**config.mk**
```make
export PLATFORM = sky130hd
export DESIGN_NAME = seg7_scan
export DESIGN_NICKNAME = d
export VERILOG_FILES = /design/src/rtl/seg7_scan.sv
export SDC_FILE = /design/constraint.sdc
export NUM_CORES = 1
export LEC_CHECK = 0
export ABC_AREA = 1
export ABC_CLOCK_PERIOD_IN_PS = 1500
export CAP_MARGIN = 20
export CORE_MARGIN = 5
export CORE_UTILIZATION = 51
export DETAILED_ROUTE_END_ITERATION = 8
export DONT_BUFFER_PORTS = 1
export GPL_TIMING_DRIVEN = 0
export PLACE_DENSITY = 0.74
export SYNTH_ARGS = -nofsm -noshare
export SYNTH_HDL_FRONTEND = slang
export SYNTH_SLANG_ARGS = --single-unit
export TNS_END_PERCENT = 50
```
**constraint.sdc**
```tcl
create_clock -name clk -period 1.5 [get_ports clk]
set_input_delay 0.3 -clock clk [delete_from_list [all_inputs] [get_ports clk]]
set_output_delay 0.3 -clock clk [all_outputs]
set_load 0.01 [all_outputs]
```
**src/rtl/seg7_scan.sv**
```systemverilog
// seg7_scan: time-multiplexed hex driver for a bank of common-segment
// 7-segment digits. Scans one digit per CLK_DIV-cycle slot, opens each slot
// with a BLANK_CYC-cycle all-off gap to stop ghosting, and swaps in newly
// loaded data only at a frame boundary so a frame never shows mixed values.
//
// Optional feature: define SEG7_SCAN_DP_EN to add per-digit decimal points
// (dp_in latched with load, dp output).
//
// Ports:
//   clk, rst_n        clock, asynchronous active-low reset
//   load              1-cycle strobe capturing value/blank_mask into pending
//   value[4*DIGITS]   packed nibbles, nibble k -> digit k (digit 0 = LS)
//   blank_mask[DIGITS] 1 = digit k forced dark
//   lz_en             live leading-zero suppression enable
//   disp[7]           segments a..g on [0]..[6], active-high, registered
//   an[DIGITS]        one-hot digit enable, active-high, registered
//   upd               1-cycle pulse when pending data becomes displayed
//   dp_in, dp         (SEG7_SCAN_DP_EN only) decimal point in/out

// Per-digit decode: hex nibble to segments, forced dark on request.
module seg7_scan_lane (
  input  logic [3:0] nib_i,
  input  logic       dark_i,
  output logic [6:0] seg_o
);
  logic [6:0] dec;

  always_comb begin
    dec = 7'h00;
    case (nib_i)
      4'h0: dec = 7'h3F;  4'h1: dec = 7'h06;
      4'h2: dec = 7'h5B;  4'h3: dec = 7'h4F;
      4'h4: dec = 7'h66;  4'h5: dec = 7'h6D;
      4'h6: dec = 7'h7D;  4'h7: dec = 7'h07;
      4'h8: dec = 7'h7F;  4'h9: dec = 7'h6F;
      4'hA: dec = 7'h77;  4'hB: dec = 7'h7C;
      4'hC: dec = 7'h39;  4'hD: dec = 7'h5E;
      4'hE: dec = 7'h79;  4'hF: dec = 7'h71;
      default: dec = 7'h00;
    endcase
    seg_o = dark_i ? 7'h00 : dec;
  end
endmodule

module seg7_scan #(
  parameter int DIGITS    = 4,
  parameter int CLK_DIV   = 50000,
  parameter int BLANK_CYC = 2
) (
  input  logic                  clk,
  input  logic                  rst_n,
  input  logic                  load,
  input  logic [4*DIGITS-1:0]   value,
  input  logic [DIGITS-1:0]     blank_mask,
  input  logic                  lz_en,
`ifdef SEG7_SCAN_DP_EN
  input  logic [DIGITS-1:0]     dp_in,
  output logic                  dp,
`endif
  output logic [6:0]            disp,
  output logic [DIGITS-1:0]     an,
  output logic                  upd
);
  localparam int PW = $clog2(CLK_DIV);
  localparam int IW = (DIGITS > 1) ? $clog2(DIGITS) : 1;

  if (DIGITS < 1)           begin : g_bad_digits $error("seg7_scan: DIGITS must be >= 1"); end
  if (CLK_DIV < 2)          begin : g_bad_div    $error("seg7_scan: CLK_DIV must be >= 2"); end
  if (BLANK_CYC >= CLK_DIV) begin : g_bad_blank  $error("seg7_scan: BLANK_CYC must be < CLK_DIV"); end

  logic [PW-1:0]         presc_q, presc_d;
  logic [IW-1:0]         idx_q, idx_d;
  logic                  pending_q, pending_d;
  logic [4*DIGITS-1:0]   pend_val_q, pend_val_d, shown_val_q, shown_val_d;
  logic [DIGITS-1:0]     pend_mask_q, pend_mask_d, shown_mask_q, shown_mask_d;
  logic [6:0]            disp_q, disp_d;
  logic [DIGITS-1:0]     an_q, an_d;
  logic                  upd_q, upd_d;
  logic                  tick, frame_end, xfer, in_gap;
  logic [DIGITS-1:0]     lz_dark;
  logic                  zero_run;
  logic [DIGITS-1:0][6:0] lane_seg;

  assign tick      = (presc_q == PW'(CLK_DIV - 1));
  assign frame_end = tick && (idx_q == IW'(DIGITS - 1));
  assign xfer      = frame_end && pending_q;
  assign in_gap    = (presc_q < PW'(BLANK_CYC));

  // lz_dark[k]: every shown nibble from the top down to k is zero.
  // Digit 0 is left out so a zero value still shows a single "0".
  always_comb begin
    lz_dark  = '0;
    zero_run = 1'b1;
    for (int k = DIGITS - 1; k >= 1; k--) begin
      zero_run   = zero_run & (shown_val_q[4*k +: 4] == 4'h0);
      lz_dark[k] = zero_run;
    end
  end

  for (genvar k = 0; k < DIGITS; k++) begin : g_lane
    seg7_scan_lane u_lane (
      .nib_i  (shown_val_q[4*k +: 4]),
      .dark_i (shown_mask_q[k] | (lz_en & lz_dark[k])),
      .seg_o  (lane_seg[k])
    );
  end

  always_comb begin
    presc_d      = tick ? '0 : presc_q + 1'b1;
    idx_d        = idx_q;
    if (tick) idx_d = (idx_q == IW'(DIGITS - 1)) ? '0 : idx_q + 1'b1;
    pending_d    = pending_q;
    pend_val_d   = pend_val_q;
    pend_mask_d  = pend_mask_q;
    shown_val_d  = shown_val_q;
    shown_mask_d = shown_mask_q;
    // Transfer uses the old pending contents; a simultaneous load wins the
    // pending flag so it is shown one frame later.
    if (xfer) begin
      shown_val_d  = pend_val_q;
      shown_mask_d = pend_mask_q;
      pending_d    = 1'b0;
    end
    if (load) begin
      pend_val_d  = value;
      pend_mask_d = blank_mask;
      pending_d   = 1'b1;
    end
    upd_d  = xfer;
    an_d   = in_gap ? '0 : (DIGITS'(1) << idx_q);
    disp_d = in_gap ? 7'h00 : lane_seg[idx_q];
  end

  always_ff @(posedge clk or negedge rst_n) begin
    if (!rst_n) begin
      presc_q      <= '0;
      idx_q        <= '0;
      pending_q    <= 1'b0;
      pend_val_q   <= '0;
      pend_mask_q  <= '0;
      shown_val_q  <= '0;
      shown_mask_q <= '1;
      disp_q       <= 7'h00;
      an_q         <= '0;
      upd_q        <= 1'b0;
    end else begin
      presc_q      <= presc_d;
      idx_q        <= idx_d;
      pending_q    <= pending_d;
      pend_val_q   <= pend_val_d;
      pend_mask_q  <= pend_mask_d;
      shown_val_q  <= shown_val_d;
      shown_mask_q <= shown_mask_d;
      disp_q       <= disp_d;
      an_q         <= an_d;
      upd_q        <= upd_d;
    end
  end

  assign disp = disp_q;
  assign an   = an_q;
  assign upd  = upd_q;

`ifdef SEG7_SCAN_DP_EN
  logic [DIGITS-1:0] pend_dp_q, shown_dp_q;
  logic              dp_q;

  // Blank mask also kills the point; leading-zero suppression does not.
  always_ff @(posedge clk or negedge rst_n) begin
    if (!rst_n) begin
      pend_dp_q  <= '0;
      shown_dp_q <= '0;
      dp_q       <= 1'b0;
    end else begin
      if (xfer) shown_dp_q <= pend_dp_q;
      if (load) pend_dp_q  <= dp_in;
      dp_q <= !in_gap && shown_dp_q[idx_q] && !shown_mask_q[idx_q];
    end
  end

  assign dp = dp_q;
`endif
endmodule

```
==> results of run 1 <==
-- final cells by class --
| class | instances | area [sq um] | share of cell area, % |
|---|---|---|---|
| well taps | 108 | 135 | 2.59 |
| multi-input cells | 398 | 2390 | 45.8 |
| repair buffers | 26 | 228 | 4.36 |
| clock buffers | 11 | 141 | 2.71 |
| clock inverters | 5 | 81.3 | 1.56 |
| flip-flops and latches | 71 | 1790 | 34.3 |
| inverters | 85 | 330 | 6.33 |
| plain buffers | 17 | 123 | 2.35 |
-- per-layer routing --
metal | vias up | wire (um)
li1 | 1868 | -
met1 | 1750 | 4390
met2 | 94 | 4500
met3 | 12 | 514
met4 | 0 | 123
met5 | - | 0
-- kinds of logic (layout without fill, tap and decap cells) --
kind of cell,Yosys count,count (layout),share of synthesized area (%)
and+or+nand+nor,279,279,28.5
buffers and inverters,102,144,9.71
AOI/OAI and AO/OA,83,83,11.8
DFF,71,71,40.4
adders and majority gates,29,29,8.23
xor gates and xnor gates,7,7,1.39
-- cell usage in the layout (no fill, tap or decap), drive strengths merged, types with 11 or more instances in the layout --
cell,count
nand2,143
inv,83
dfrtp,67
clkbuf,17
a21oi,11
nor2,76
ha,29
o21ai,59
nand3,50
buf,37
-- per-stage QoR --
stage	total power, W	util (%)	TNS, ns	worst slack [ns]	hold WS [ns]
floorplan	0.00209	-	0	0.00976	0.00441
global placement	0.00211	53.1	-3.73	-0.232	0.00699
detailed placement	0.00211	53.1	-4.53	-0.280	0.00670
CTS	0.00385	58.2	-1.73	-0.104	-0.386
global route	0.00396	61.0	-3.60	-0.166	-0.392
finish	0.00382	61.0	-1.33	-0.0804	-0.370
-- worst paths after layout --
path                            cells past startpoint  slack, ns             from         endpoint
max in group asynchronous                           0       1.65            rst_n  shown_mask_q[0]
min in group clk                                    1       0.05             load   pend_val_q[14]
worst min register to register                      2       0.48  shown_mask_q[1]  shown_mask_q[1]
worst max register to register                     11      -0.08       presc_q[1]   shown_val_q[5]
worst max-delay path                               11      -0.08       presc_q[1]   shown_val_q[5]
worst min-delay path                                0      -0.37            rst_n   pend_val_q[14]
-- power by group --
part | switching (W) | internal (W) | total, W
Combinational | 0.0000812 | 0.0000349 | 0.000116
Sequential | 0.0000122 | 0.00196 | 0.00197
Clock | 0.000744 | 0.000982 | 0.00173
-- registers in the layout (all words and copies together) (netlist names) --
register,count
pend_mask_q,4
shown_mask_q,4
disp,7
pending_q,1
an,4
upd,1
shown_val_q,16
presc_q,16
idx_q,2
pend_val_q,16
-- critical path: stages (launching register included) --
cell	delay, ns
dfrtp_1	0.37
ha_2	0.19
nand2_2	0.08
inv_4	0.07
nand2_4	0.06
nor2_4	0.10
nand2_4	0.07
nor2_4	0.13
nand2_4	0.12
clkbuf_16	0.19
nand2_4	0.05
o21ai_2	0.04
-- synthesized netlist by cell type, types with 2 or more instances --
| cell | n | area (sq um) |
|---|---|---|
| a21oi_1 | 11 | 55.1 |
| o21ai_2 | 20 | 175 |
| nor2_4 | 3 | 33.8 |
| nor2_1 | 68 | 255 |
| nand2_1 | 117 | 439 |
| nor2_2 | 5 | 31.3 |
| nand4_1 | 4 | 25.0 |
| clkbuf_1 | 4 | 15.0 |
| ha_1 | 29 | 363 |
| nand3_1 | 48 | 240 |
| xor2_1 | 7 | 61.3 |
| o21ai_0 | 39 | 195 |
| buf_6 | 4 | 45.0 |
| inv_1 | 80 | 300 |
| o211ai_1 | 7 | 52.6 |
| nand2_2 | 23 | 144 |
| o22ai_1 | 2 | 12.5 |
| inv_2 | 2 | 7.51 |
| dfrtp_1 | 67 | 1680 |
| dfstp_2 | 4 | 105 |
| nand3_2 | 2 | 20.0 |
| clkinv_1 | 2 | 7.51 |
| buf_2 | 8 | 40.0 |
| nor3_1 | 5 | 25.0 |
| nand2_4 | 3 | 33.8 |
-- timing repair --
action,4_1_cts,5_1_grt
endpoints found under the setup margin,31,33
buffers inserted,18,7
hold endpoints to repair,71,71
gates resized for setup,31,47
pin swaps,9,21
gates cloned,0,1
==> key figures, run 1 <==
Global routing
  – Global-route wire length before repair: 16000 um
  – Met2 Resource Use GR: 29.1%
  – M1 GR Usage: 25.8%
  – Largest net degree at the start of global routing: 72
  – Busiest layer in global routing: met2
  – Antenna violations before repair: 0
  – Tot GR Track Use: 18.9%
  – Met3 usage: 4.67%
  – Grt ovf: 0
  – Number of global-route vias before repair: 3531

Synthesis
  – Synth Area per Inst: 7.72 sq um
  – Post-Syn Instances: 571
  – Most used flip-flop cell after synthesis: dfrtp_1
  – Post-synth ARST share: 100%
  – Mapped cell area: 4410 sq um
  – Syn Nets: 624
  – Sequential share of the synthesized area: 40.4%
  – Yosys cell types: 32
  – Yosys warns: 0
  – #FFs+latches synth: 71
  – Post-synth EDFFs: 0

Place
  – DP Wirelength: 6460 um
  – RD Place Congestion: 0.889
  – PortBufs: 0
  – Placed cell count: 679
  – Area after DPL: 4540 sq um

Worst setup path
  – Critical Path Fanout Max: 6
  – Critical path class: register to register
  – Crit start category: register
  – Data required time of the worst path: 1.75 ns
  – Worst EP arrival: 1.83 ns
  – Crit. End Element: register

Flow run
  – Total of max-cap violations: 0

Route
  – WL final: 9530 um
  – Vias: 3724
  – Drt drc: 0
  – Detail Route Antenna Nets: 0
  – Avg WL per Cell: 13.2 um
  – DR vias/cell: 5.17
  – Initial drt markers: 189
  – First-pass DRT Iterations: 5

Status
  – Status: complete, but fails checks
  – Violated checks: negative hold slack, negative setup slack

Die
  – Die area: 10600 sq um
  – Chip width: 103 um
  – Core box area: 8550 sq um
  – Cell Rows: 34
  – Die H: 103 um
  – Starting density of the core: 51.6%
  – I/O pins: 36

Finish
  – Final instance area: 5220 sq um
  – Area grow syn2layout: 18.4%
  – FILL cells: 704
  – N_diodes: 0
  – Non-Filler Instances: 721
  – Nets@finish: 661
  – Layout cell share with drive strength beyond 1: 27.1%

STA
  – Worst hold slack: -0.370 ns
  – Pins Over Slew Limit: 0
  – Final Cycle Share: 105%
  – Final hold violation count: 71
  – RSZ-0062 raised after global routing: true
  – Measured slew at the worst slew-check pin: 0.413 ns
  – Minimum clock period: 1.58 ns
  – Fmax: 0.633 GHz
  – Fin Clk Skew: 0.00999 ns
  – Final Worst Setup Slack: -0.0804 ns
  – Final setup fails: 23
  – Slew Limit Headroom: 72.5%

CTS
  – Worst-skew pair later-pin latency: 0.36 ns
  – Worst-case clock buffer depth: 2
  – Worst-path clk slew: 0.08 ns
  – Clock root cell: clkbuf_8
  – CTS Buf Count: 9
  – CTS H-Tree Depth: 3
  – CTS tree: yes
  – Total clock sinks: 71

Pwr
  – Leakage power: 2.51 nW
  – Peak supply drop: 0.591 mV
  – Pwr dens: 731 nW/um^2

Worst hold path
  – Hold Crit Class: input port to async pin
(Power assumes the default switching activity.)
==> run 2: changes to the inputs <==
--- a/config.mk
+++ b/config.mk
@@ -14,6 +14,7 @@
 export DONT_BUFFER_PORTS = 1
 export GPL_TIMING_DRIVEN = 0
 export PLACE_DENSITY = 0.74
+export REMOVE_ABC_BUFFERS = 1
 export SYNTH_ARGS = -nofsm -noshare
 export SYNTH_HDL_FRONTEND = slang
 export SYNTH_SLANG_ARGS = --single-unit
==> run 2 against run 1 <==
- sequential share of layout area shrank 0.19 points
- critical path depth stayed put
- setup slack got worse by 0.070 ns
- clock skew is 0.0014 ns lower
- the flow still finishes with violations (negative hold slack, negative setup slack)
- combinational power shrank 17%
- final area grew 0.98%
- maximum frequency is 4.3% lower
==> key figures, run 2 (synthesis results as in run 1) <==
Die
  – Chip width: 103 um
  – Cell Rows: 34
  – I/O pins: 36
  – Die area: 10600 sq um
  – Starting density of the core: 51.6%
  – Die H: 103 um
  – Core box area: 8550 sq um

Global routing
  – M1 GR Usage: 24.0%
  – Grt ovf: 0
  – Tot GR Track Use: 20.0%
  – Met3 usage: 4.94%
  – Busiest layer in global routing: met2
  – Largest net degree at the start of global routing: 72
  – Global-route wire length before repair: 16700 um
  – Antenna violations before repair: 1
  – Met2 Resource Use GR: 32.9%
  – Number of global-route vias before repair: 3620

Route
  – Vias: 3765
  – Drt drc: 0
  – Initial drt markers: 195
  – Detail Route Antenna Nets: 0
  – WL final: 10300 um
  – First-pass DRT Iterations: 6
  – DR vias/cell: 5.33
  – Avg WL per Cell: 14.6 um

Finish
  – FILL cells: 700
  – Commonest non-fill, non-tap cell in the layout: nand2_1
  – N_diodes: 0
  – Most frequent cells in the layout: nand2_1 (106), inv_1 (68), dfrtp_1 (53)
  – Nets@finish: 647
  – Layout cell share with drive strength beyond 1: 29.5%
  – Area grow syn2layout: 19.5%
  – Final Core Density: 61.6%
  – Largest regs: pend_val_q (16), presc_q (16), shown_val_q (16)

Pwr
  – Comb pwr share: 2.6%
  – Sw Pwr: 0.000802 W
  – Power share of the clock group: 44.1%
  – Pint: 0.00290 W
  – Peak supply drop: 0.418 mV
  – Reg power frac: 53.3%
  – Leakage power: 2.41 nW
  – Pwr dens: 702 nW/um^2
  – Total power: 0.00370 W
  – Switching share of power: 21.7%

Worst setup path
  – Crit. End Element: register
  – Slowest-stage cell, CP: dfrtp_1
  – Slowest stage delay, CP: 0.41 ns
  – Worst EP arrival: 1.89 ns
  – Crit-path cells: ha_4, nand2_4, clkinv_4, nand2_4, nor2_4, nand2_4, nor2_4, buf_12, nand2_8, nand2_2, o21ai_2
  – Critical path class: register to register
  – Cell mode on critical path: nand2_4
  – Data required time of the worst path: 1.74 ns
  – Crit start category: register
  – Critical Path Fanout Max: 6

CTS
  – CTS Buf Count: 9
  – Worst-path clk slew: 0.08 ns
  – Total clock sinks: 71
  – Clock root cell: clkbuf_8
  – Worst-skew pair later-pin latency: 0.35 ns
  – Worst-case clock buffer depth: 2
  – CTS tree: yes
  – CTS H-Tree Depth: 3

Place
  – PortBufs: 0
  – RD Place Congestion: 0.903
  – Pre-CTS WS: -0.429 ns
  – DP Wirelength: 5970 um

STA
  – Slew Limit Headroom: 49.9%
  – Fmax: 0.606 GHz
  – Setup TNS: -2.59 ns
  – RSZ-0062 raised after global routing: true
  – Measured slew at the worst slew-check pin: 0.752 ns
  – Final setup fails: 29
  – Minimum clock period: 1.65 ns
  – Fin Clk Skew: 0.00863 ns
  – Worst hold slack: -0.365 ns
  – Pins Over Slew Limit: 0
  – Final Worst Setup Slack: -0.151 ns
  – Final hold violation count: 71
  – Final Cycle Share: 110%

Flow run
  – Total of max-cap violations: 0

Status
  – Status: complete, but fails checks
  – Violated checks: negative hold slack, negative setup slack

Worst hold path
  – Hold Crit Class: input port to async pin
run 2: cell types whose count changed in the layout (fill, tap and decap cells not counted), sizes merged:
cell,change
clkinvlp,+3
nand2,+7
clkinv,-1
inv,-2
clkbuf,-5
bufinv,-1
buf,-15
run 2: layout make-up:
class | count | area [sq um] | area share, %
Multi-Input combinational cell | 405 | 2590 | 49.1
Clock inverter | 4 | 52.6 | 0.997
Clock buffer | 12 | 165 | 3.13
Inverter | 85 | 334 | 6.34
Tap cell | 108 | 135 | 2.56
Timing Repair Buffer | 22 | 194 | 3.68
Sequential cell | 71 | 1800 | 34.1
run 2: per-layer routing:
metal | wire, um | vias to the layer above
met1 | 4190 | 1762
met5 | 20 | -
met2 | 5050 | 111
met3 | 603 | 38
li1 | - | 1852
met4 | 448 | 2
run 2: critical path: cells and delay by family, from the launching register on:
kind                       cells  cell delay [ns]
AOI/OAI and AO/OA              1             0.05
adders and majority gates      1             0.18
buffers and inverters          2             0.24
DFF                            1             0.41
and+or+nand+nor                7             0.64
run 2: what timing repair did:
| item | in CTS | in global routing |
|---|---|---|
| resized for setup | 33 | 77 |
| cloned | 6 | 1 |
| hold endpoints to repair | 71 | 71 |
| setup endpoints to repair | 29 | 40 |
| pin swaps | 12 | 26 |
| setup buffers | 12 | 10 |
run 2: power by group through the flow:
stage | clock (W) | sequential [W] | combinational [W]
finish | 0.00163 | 0.00197 | 0.0000964
global route | 0.00175 | 0.00198 | 0.000114
CTS | 0.00166 | 0.00197 | 0.0000910
detailed placement | 0 | 0.00201 | 0.0000874
global placement | 0 | 0.00201 | 0.0000838
floorplan | 0 | 0.00201 | 0.0000732
run 2: through the flow:
| stage | area [sq um] | instances |
|---|---|---|
| after floorplan | 4300 | 554 |
| after global placement | 4440 | 662 |
| after detailed placement | 4440 | 662 |
| after CTS | 4930 | 696 |
| after global routing | 5270 | 707 |
| final | 5270 | 707 |
run 2: worst paths after layout:
path | start | endpoint | slack [ns] | cells after the start
worst max-delay path | presc_q[1] | shown_val_q[2] | -0.15 | 11
worst min-delay path | rst_n | pend_val_q[9] | -0.36 | 0
worst max register to register | presc_q[1] | shown_val_q[2] | -0.15 | 11
worst min register to register | shown_mask_q[1] | shown_mask_q[1] | 0.47 | 2
max in group asynchronous | rst_n | shown_mask_q[3] | 1.62 | 0
min in group clk | load | pend_val_q[5] | 0.05 | 1
